===== config.mk =====
export PLATFORM = sky130hd
export DESIGN_NAME = sampler_sweep_controller
export DESIGN_NICKNAME = d
export VERILOG_FILES = /design/src/rtl/sampler_ctrl_pkg.sv /design/src/rtl/sampler_range_check.sv /design/src/rtl/sampler_sweep_controller.sv
export SDC_FILE = /design/constraint.sdc
export NUM_CORES = 1
export LEC_CHECK = 0
export CORE_ASPECT_RATIO = 1.1
export CORE_MARGIN = 3
export CORE_UTILIZATION = 45
export DETAILED_ROUTE_END_ITERATION = 8
export PLACE_DENSITY = 0.76
export SYNTH_ARGS = -nofsm -noshare
export SYNTH_HDL_FRONTEND = slang
export SYNTH_SLANG_ARGS = --single-unit
export TNS_END_PERCENT = 1

===== constraint.sdc =====
create_clock -name in_clock -period 3.4 [get_ports in_clock]
set_input_delay 0.85 -clock in_clock [delete_from_list [all_inputs] [get_ports in_clock]]
set_output_delay 0.85 -clock in_clock [all_outputs]
set_load 0.05 [all_outputs]

===== src/rtl/sampler_ctrl_pkg.sv =====
// Shared types and constants for the sampler sweep controller.
package sampler_ctrl_pkg;

  localparam int unsigned DATA_WIDTH_DEF = 8;
  localparam int unsigned IDX_WIDTH_DEF  = 4;
  localparam int unsigned SEED_CYCLES    = 2;

  localparam logic [1:0] SEG_INVALID = 2'd0;
  localparam logic [1:0] SEG_TYPE1   = 2'd1;
  localparam logic [1:0] SEG_TYPE2   = 2'd2;
  localparam logic [1:0] SEG_TYPE3   = 2'd3;

  typedef enum logic [3:0] {
    StIdle,
    StSeed,
    StFetch,
    StLoad,
    StPropose,
    StWait,
    StCommit,
    StNext,
    StDone
  } state_t;

  // Saturating increment for the 8-bit error counter.
  function automatic logic [7:0] sat_inc8(input logic [7:0] v);
    return (v == 8'hFF) ? v : v + 8'd1;
  endfunction

endpackage


===== src/rtl/sampler_range_check.sv =====
// Signed range check of a value against [lo, hi] with clamped result.
module sampler_range_check #(
  parameter int unsigned DATA_WIDTH = 8
) (
  input  logic signed [DATA_WIDTH-1:0] in_value,
  input  logic signed [DATA_WIDTH-1:0] in_lo,
  input  logic signed [DATA_WIDTH-1:0] in_hi,
  output logic                         out_in_range,
  output logic                         out_below,
  output logic                         out_above,
  output logic signed [DATA_WIDTH-1:0] out_clamped
);

  // Flags are mutually exclusive only when lo <= hi.
  always_comb begin
    out_below    = (in_value < in_lo);
    out_above    = (in_value > in_hi);
    out_in_range = !out_below && !out_above;
    if (out_below)      out_clamped = in_lo;
    else if (out_above) out_clamped = in_hi;
    else                out_clamped = in_value;
  end

endmodule


===== src/rtl/sampler_sweep_controller.sv =====
// Sequences the Sampler through MCMC sweeps over a segment table.
// Optional build macro RANGE_CLAMP_EN: out-of-range proposals are clamped
// and written instead of dropped (error count still increments).
module sampler_sweep_controller
  import sampler_ctrl_pkg::*;
#(
  parameter int unsigned DATA_WIDTH      = DATA_WIDTH_DEF,
  parameter int unsigned IDX_WIDTH       = IDX_WIDTH_DEF,
  parameter int unsigned SWEEP_WIDTH     = 8,
  parameter int unsigned SAMPLER_LATENCY = 1
) (
  input  logic                         in_clock,
  input  logic                         in_reset,
  input  logic                         in_start,
  input  logic [7:0]                   in_seed,
  input  logic [IDX_WIDTH:0]           in_num_vars,
  input  logic [SWEEP_WIDTH-1:0]       in_num_sweeps,
  output logic [IDX_WIDTH-1:0]         out_seg_addr,
  input  logic signed [DATA_WIDTH-1:0] in_seg_from,
  input  logic signed [DATA_WIDTH-1:0] in_seg_to,
  input  logic [1:0]                   in_seg_type,
  input  logic signed [DATA_WIDTH-1:0] in_seg_weight,
  output logic                         out_sampler_reset,
  output logic                         out_sampler_enable,
  output logic [7:0]                   out_sampler_seed,
  output logic signed [DATA_WIDTH-1:0] out_from,
  output logic signed [DATA_WIDTH-1:0] out_to,
  output logic [1:0]                   out_segment_type,
  output logic signed [DATA_WIDTH-1:0] out_segment_weight,
  input  logic signed [DATA_WIDTH-1:0] in_proposed_value,
  output logic                         out_var_write,
  output logic [IDX_WIDTH-1:0]         out_var_index,
  output logic signed [DATA_WIDTH-1:0] out_var_value,
  output logic                         out_busy,
  output logic                         out_done,
  output logic [7:0]                   out_error_count
);

  localparam logic [7:0] SeedLast = 8'(SEED_CYCLES - 1);
  localparam logic [7:0] WaitLast = 8'(SAMPLER_LATENCY - 1);
  localparam logic signed [DATA_WIDTH-1:0] DataMax = {1'b0, {(DATA_WIDTH-1){1'b1}}};

  state_t                         r_state;
  logic [7:0]                     r_cnt;
  logic [IDX_WIDTH:0]             r_idx;       // one extra bit so num_vars=2^IDX_WIDTH works
  logic [IDX_WIDTH:0]             r_num_vars;
  logic [SWEEP_WIDTH-1:0]         r_sweep;
  logic [SWEEP_WIDTH-1:0]         r_num_sweeps;
  logic [7:0]                     r_seed;
  logic                           r_sampler_reset;
  logic                           r_sampler_enable;
  logic signed [DATA_WIDTH-1:0]   r_from;
  logic signed [DATA_WIDTH-1:0]   r_to;
  logic [1:0]                     r_type;
  logic signed [DATA_WIDTH-1:0]   r_weight;
  logic                           r_var_write;
  logic [IDX_WIDTH-1:0]           r_var_index;
  logic signed [DATA_WIDTH-1:0]   r_var_value;
  logic                           r_busy;
  logic                           r_done;
  logic [7:0]                     r_err;

  logic signed [DATA_WIDTH-1:0]   w_chk_val;
  logic signed [DATA_WIDTH-1:0]   w_chk_lo;
  logic signed [DATA_WIDTH-1:0]   w_chk_hi;
  logic                           w_in_range;
  logic                           w_below;
  logic                           w_above;
  logic signed [DATA_WIDTH-1:0]   w_clamped;
  logic                           w_last_var;
  logic                           w_last_sweep;

  // One checker serves both states: in LOAD it tests to >= from (below => from > to),
  // elsewhere it tests the proposal against the held segment bounds.
  always_comb begin
    if (r_state == StLoad) begin
      w_chk_val = in_seg_to;
      w_chk_lo  = in_seg_from;
      w_chk_hi  = DataMax;
    end else begin
      w_chk_val = in_proposed_value;
      w_chk_lo  = r_from;
      w_chk_hi  = r_to;
    end
  end

  sampler_range_check #(
    .DATA_WIDTH(DATA_WIDTH)
  ) u_range_check (
    .in_value    (w_chk_val),
    .in_lo       (w_chk_lo),
    .in_hi       (w_chk_hi),
    .out_in_range(w_in_range),
    .out_below   (w_below),
    .out_above   (w_above),
    .out_clamped (w_clamped)
  );

  assign w_last_var   = (r_idx == r_num_vars - (IDX_WIDTH + 1)'(1));
  assign w_last_sweep = (r_sweep == r_num_sweeps - SWEEP_WIDTH'(1));

  // Main sequencer: all outputs are registered here.
  always_ff @(posedge in_clock) begin
    if (in_reset) begin
      r_state          <= StIdle;
      r_cnt            <= '0;
      r_idx            <= '0;
      r_num_vars       <= '0;
      r_sweep          <= '0;
      r_num_sweeps     <= '0;
      r_seed           <= '0;
      r_sampler_reset  <= 1'b0;
      r_sampler_enable <= 1'b0;
      r_from           <= '0;
      r_to             <= '0;
      r_type           <= '0;
      r_weight         <= '0;
      r_var_write      <= 1'b0;
      r_var_index      <= '0;
      r_var_value      <= '0;
      r_busy           <= 1'b0;
      r_done           <= 1'b0;
      r_err            <= '0;
    end else begin
      r_var_write <= 1'b0;
      r_done      <= 1'b0;
      unique case (r_state)
        StIdle: begin
          if (in_start) begin
            r_seed       <= (in_seed == 8'd0) ? 8'd1 : in_seed;
            r_num_vars   <= in_num_vars;
            r_num_sweeps <= in_num_sweeps;
            r_err        <= '0;
            r_busy       <= 1'b1;
            r_idx        <= '0;
            r_sweep      <= '0;
            r_cnt        <= '0;
            if (in_num_vars == '0 || in_num_sweeps == '0) begin
              r_done  <= 1'b1;
              r_state <= StDone;
            end else begin
              r_sampler_reset  <= 1'b1;
              r_sampler_enable <= 1'b1;
              r_state          <= StSeed;
            end
          end
        end
        StSeed: begin
          if (r_cnt == SeedLast) begin
            r_sampler_reset  <= 1'b0;
            r_sampler_enable <= 1'b0;
            r_state          <= StFetch;
          end else begin
            r_cnt <= r_cnt + 8'd1;
          end
        end
        StFetch: r_state <= StLoad;
        StLoad: begin
          r_from   <= in_seg_from;
          r_to     <= in_seg_to;
          r_type   <= in_seg_type;
          r_weight <= in_seg_weight;
          if (in_seg_type == SEG_INVALID || w_below) begin
            r_err   <= sat_inc8(r_err);
            r_state <= StNext;
          end else begin
            r_sampler_enable <= 1'b1;
            r_state          <= StPropose;
          end
        end
        StPropose: begin
          r_sampler_enable <= 1'b0;
          r_cnt            <= '0;
          r_state          <= StWait;
        end
        StWait: begin
          if (r_cnt == WaitLast) r_state <= StCommit;
          else                   r_cnt   <= r_cnt + 8'd1;
        end
        // COMMIT also performs the index advance so a valid variable costs
        // 4+SAMPLER_LATENCY cycles; invalid segments advance via NEXT.
        StCommit, StNext: begin
          if (r_state == StCommit) begin
            if (w_in_range) begin
              r_var_write <= 1'b1;
              r_var_index <= r_idx[IDX_WIDTH-1:0];
              r_var_value <= w_clamped;
            end
            if (w_below || w_above) begin
              r_err <= sat_inc8(r_err);
`ifdef RANGE_CLAMP_EN
              r_var_write <= 1'b1;
              r_var_index <= r_idx[IDX_WIDTH-1:0];
              r_var_value <= w_clamped;
`endif
            end
          end
          if (w_last_var) begin
            r_idx   <= '0;
            r_sweep <= r_sweep + SWEEP_WIDTH'(1);
            if (w_last_sweep) begin
              r_done  <= 1'b1;
              r_state <= StDone;
            end else begin
              r_state <= StFetch;
            end
          end else begin
            r_idx   <= r_idx + (IDX_WIDTH + 1)'(1);
            r_state <= StFetch;
          end
        end
        StDone: begin
          r_busy  <= 1'b0;
          r_state <= StIdle;
        end
        default: r_state <= StIdle;
      endcase
    end
  end

  assign out_seg_addr       = r_idx[IDX_WIDTH-1:0];
  assign out_sampler_reset  = r_sampler_reset;
  assign out_sampler_enable = r_sampler_enable;
  assign out_sampler_seed   = r_seed;
  assign out_from           = r_from;
  assign out_to             = r_to;
  assign out_segment_type   = r_type;
  assign out_segment_weight = r_weight;
  assign out_var_write      = r_var_write;
  assign out_var_index      = r_var_index;
  assign out_var_value      = r_var_value;
  assign out_busy           = r_busy;
  assign out_done           = r_done;
  assign out_error_count    = r_err;

endmodule


==> run metrics <==
htree depth 3; crit-path cells nor4bb_4, buf_12, nand2_1, nand2_1, ha_1, a21o_1, a2111oi_2, nand3_1, o211ai_2, o211ai_4, nand2_4, mux2_4; Vias per Instance 5.52; hold-critical path depth 2; Critical Path Source Type flip-flop; CP max stage cell nor4bb_4; syn_area_per_cell 8.30 µm²; clk sinks 97; Clock Latency Late Sink 0.34 ns; All-Layer GR Usage 0.212; Setup-failing EPs final 0; Syn Inst Count 610; internal power 2.33 mW; ys flop type dfxtp_1; Synth Area in XOR/XNOR 0.0571; CP Buf/Inv Count 1; sequential cell area 0.00194 mm²; clock tree buffer depth 2; Combinational Power Share 0.364; crit path time final 3.23 ns; routed wire length per instance 15.4 µm; synth top area cells dfxtp_1 38%, nand2_1 8.2%, a21oi_1 5.8%; Syn Nets 687; top cell type by total area after synthesis dfxtp_1; Max-Slew Margin vs Limit 0.481; clk slew on worst S/H paths 0.06 ns; Starting Density 0.462; cts bufs inserted 9; num rows 40; Vias 4,868; CP delay by family, top compound AO/OA/AOI/OAI gates; 1st-iter DRT viols 220; Post-synth EDFFs 0; CTS tree done; vias in the first global route 4,683; CP max FO 12; Power Dens Cells 529 mW/mm²; synthesized area 0.00506 mm²; final hold vios 0; hold_buf cts 0; top-area cell type share of the netlist area 0.383; commonest cells after routing, fill and taps aside 119 x clkdlybuf4s50_1, 110 x nand2_1, 96 x dfxtp_1; synth warn 0; HPWL Detailed 10,000 µm; Reg2Reg Launch Point r_state[2]$_SDFFE_PP0P_; sw frac 0.353; r2r endpoint out_error_count[0]$_SDFFE_PP0P_; most common cell after layout, fill and taps aside clkdlybuf4s50_1; fmax 310 MHz; Async S/R FF share, synth 0; Compound-Gate Fraction of Synth Area 0.176; post-synthesis mux area share 0.0425; Psw 1.27 mW; register area share after synthesis 0.383; synthesized-area fraction occupied by and/or/nand/nor cells 0.249; HP Class flip-flop to flip-flop; P&R area growth vs syn 34.3%; Detailed Route WL 13,600 µm; I/O pin total 121; layout cells sized above 1 0.0830; DRT Pass-1 Iters 5; critical path endpoint category flip-flop; status completed; setup slack, reg-to-reg 0.17 ns; total grt overflow 0; CP Launch Point r_state[2]$_SDFFE_PP0P_; Worst Tran Pin Value 0.778 ns; Static Leak 2.56 nW; slack of the critical path 0.173 ns; Remaining DRCs 0; initial antenna violation count 0; multi-input logic area 0.00295 mm²; Worst EP arrival 3.46 ns; hold endpoint out_segment_type[1]$_SDFFE_PP0P_; Most common cell on crit path nand2_1; CP peak stage delay 0.44 ns; Post-Route Skew 0.00462 ns; post-layout net count 808; Synth cell types 64; RSZ-0062 raised after global routing no; final std cells w/o fill 882; global placer's final weighted congestion 0.898; maxcap violations 0; Post-DRT Antenna Nets 0; fin. max-slew vios 0; main combinational cell family by area after synthesis simple AND/OR/NAND/NOR gates; overall die area 0.0126 mm²; Diodes inserted 0; filler instances 928; post-synthesis register bit count 97; fraction of the mapped netlist area in adder cells 0.0489; largest net degree at the start of global routing 45; Max rail drop VDD 0.000273 V; pre-CTS WS -0.124 ns; WS Path Type flip-flop to flip-flop; Worst R2R Path Depth 12; number of buffers added on ports 120; min-delay src out_segment_type[1]$_SDFFE_PP0P_; Pwr Total 3.60 mW; core area 0.0110 mm²; Die X-Extent 107 µm; Period Utilization, post-route 0.949; Sequential Power Share 0.365; first-pass GRT wire length 21,600 µm; Worst Path Required 3.63 ns; clock power share 0.270; placed cell count 864; Die H 117 µm; Root Driver clkbuf_16
per-layer routing:
metal | routed length (µm) | global-route usage | vias up | part of all wire
met5 | 0 | 0 | - | 0
met1 | 5580 | 0.251 | 2325 | 0.41
met3 | 621 | 0.0302 | 16 | 0.046
met2 | 7170 | 0.395 | 156 | 0.53
li1 | - | - | 2371 | -
met4 | 193 | 0.0716 | 0 | 0.014
through the flow:
step / area, µm² / utilization / TNS, ns / hold slack (ns)
2_1_floorplan: 5060 / - / 0 / 0.445
3_3_place_gp: 6450 / 0.588 / 0 / 0.442
3_5_place_dp: 6450 / 0.588 / -1.39 / 0.448
4_1_cts: 6720 / 0.613 / 0 / 0.456
5_1_grt: 6800 / 0.620 / 0 / 0.477
6_report: 6800 / 0.620 / 0 / 0.454
power by group through the flow:
stage / Sequential [mW] / Clock, mW / Combinational (mW)
2_1_floorplan: 1.48 / 0 / 0.744
3_3_place_gp: 1.33 / 0 / 1.23
5_1_grt: 1.33 / 1.04 / 1.43
4_1_cts: 1.31 / 0.996 / 1.28
3_5_place_dp: 1.34 / 0 / 1.27
6_report: 1.31 / 0.971 / 1.31
worst min-delay path, cell delays in order (launching register included):
cell     delay [ns]
dfxtp_1        0.31
nand2_1        0.05
a21oi_1        0.05
sequential cells by signal, summed over array words and instances (netlist names), 4 cells and up:
register and cells:
r_sweep 8, out_sampler_seed 8, r_num_sweeps 8, out_from 8
out_var_value 8, r_num_vars 5, out_segment_weight 8, out_error_count 8
out_to 8, r_idx 5, r_state 4, out_var_index 4
r_cnt 8
how the worst max path moves through the flow:
stage | endpoint | slack, ns | cells after the start
finish | out_error_count[0]$_SDFFE_PP0P_ | 0.17 | 12
global route | out_error_count[0]$_SDFFE_PP0P_ | 0.005 | 12
CTS | out_var_value[3]$_SDFFE_PP0P_ | 0.14 | 12
detailed placement | out_var_value[3]$_SDFFE_PP0P_ | -0.12 | 11
global placement | out_var_value[2]$_SDFFE_PP0P_ | 0.005 | 11
floorplan | out_error_count[0]$_SDFFE_PP0P_ | 0.10 | 14
logic make-up after synthesis:
| logic type | Yosys count |
|---|---|
| buf+inv | 46 |
| mux | 21 |
| fa+ha+maj | 20 |
| xor+xnor | 33 |
| compound gates | 134 |
| flops | 97 |
| simple gates | 259 |
synth_stat cells, drive strengths merged (2+ instances only):
| master | count |
|---|---|
| a2111oi | 3 |
| a211oi | 4 |
| a21o | 8 |
| a21oi | 59 |
| a22oi | 6 |
| a31oi | 5 |
| and2 | 2 |
| and3 | 8 |
| and4 | 3 |
| buf | 12 |
| clkbuf | 23 |
| dfxtp | 97 |
| ha | 19 |
| inv | 11 |
| mux2i | 20 |
| nand2 | 111 |
| nand2b | 10 |
| nand3 | 14 |
| nand3b | 4 |
| nand4 | 7 |
| nand4b | 5 |
| nor2 | 65 |
| nor2b | 5 |
| nor3 | 9 |
| nor4 | 8 |
| nor4b | 2 |
| o2111ai | 5 |
| o211a | 2 |
| o211ai | 7 |
| o21a | 3 |
| o21ai | 20 |
| o21ba | 3 |
| or4 | 2 |
| xnor2 | 10 |
| xor2 | 23 |
layout make-up:
type                    instances  share of cell area
clock buffers                  11              0.0342
clock inverters                 4             0.00662
inverters                      11             0.00607
multi-input cells             468               0.433
flip-flops and latches         97               0.286
well taps                     147              0.0270
repair buffers                144               0.207
repair_timing:
| action | CTS | global route |
|---|---|---|
| buffers inserted | 0 | 1 |
| setup endpoints to repair | 0 | 20 |
| gates resized for setup | 0 | 6 |
(Power assumes the default switching activity.)
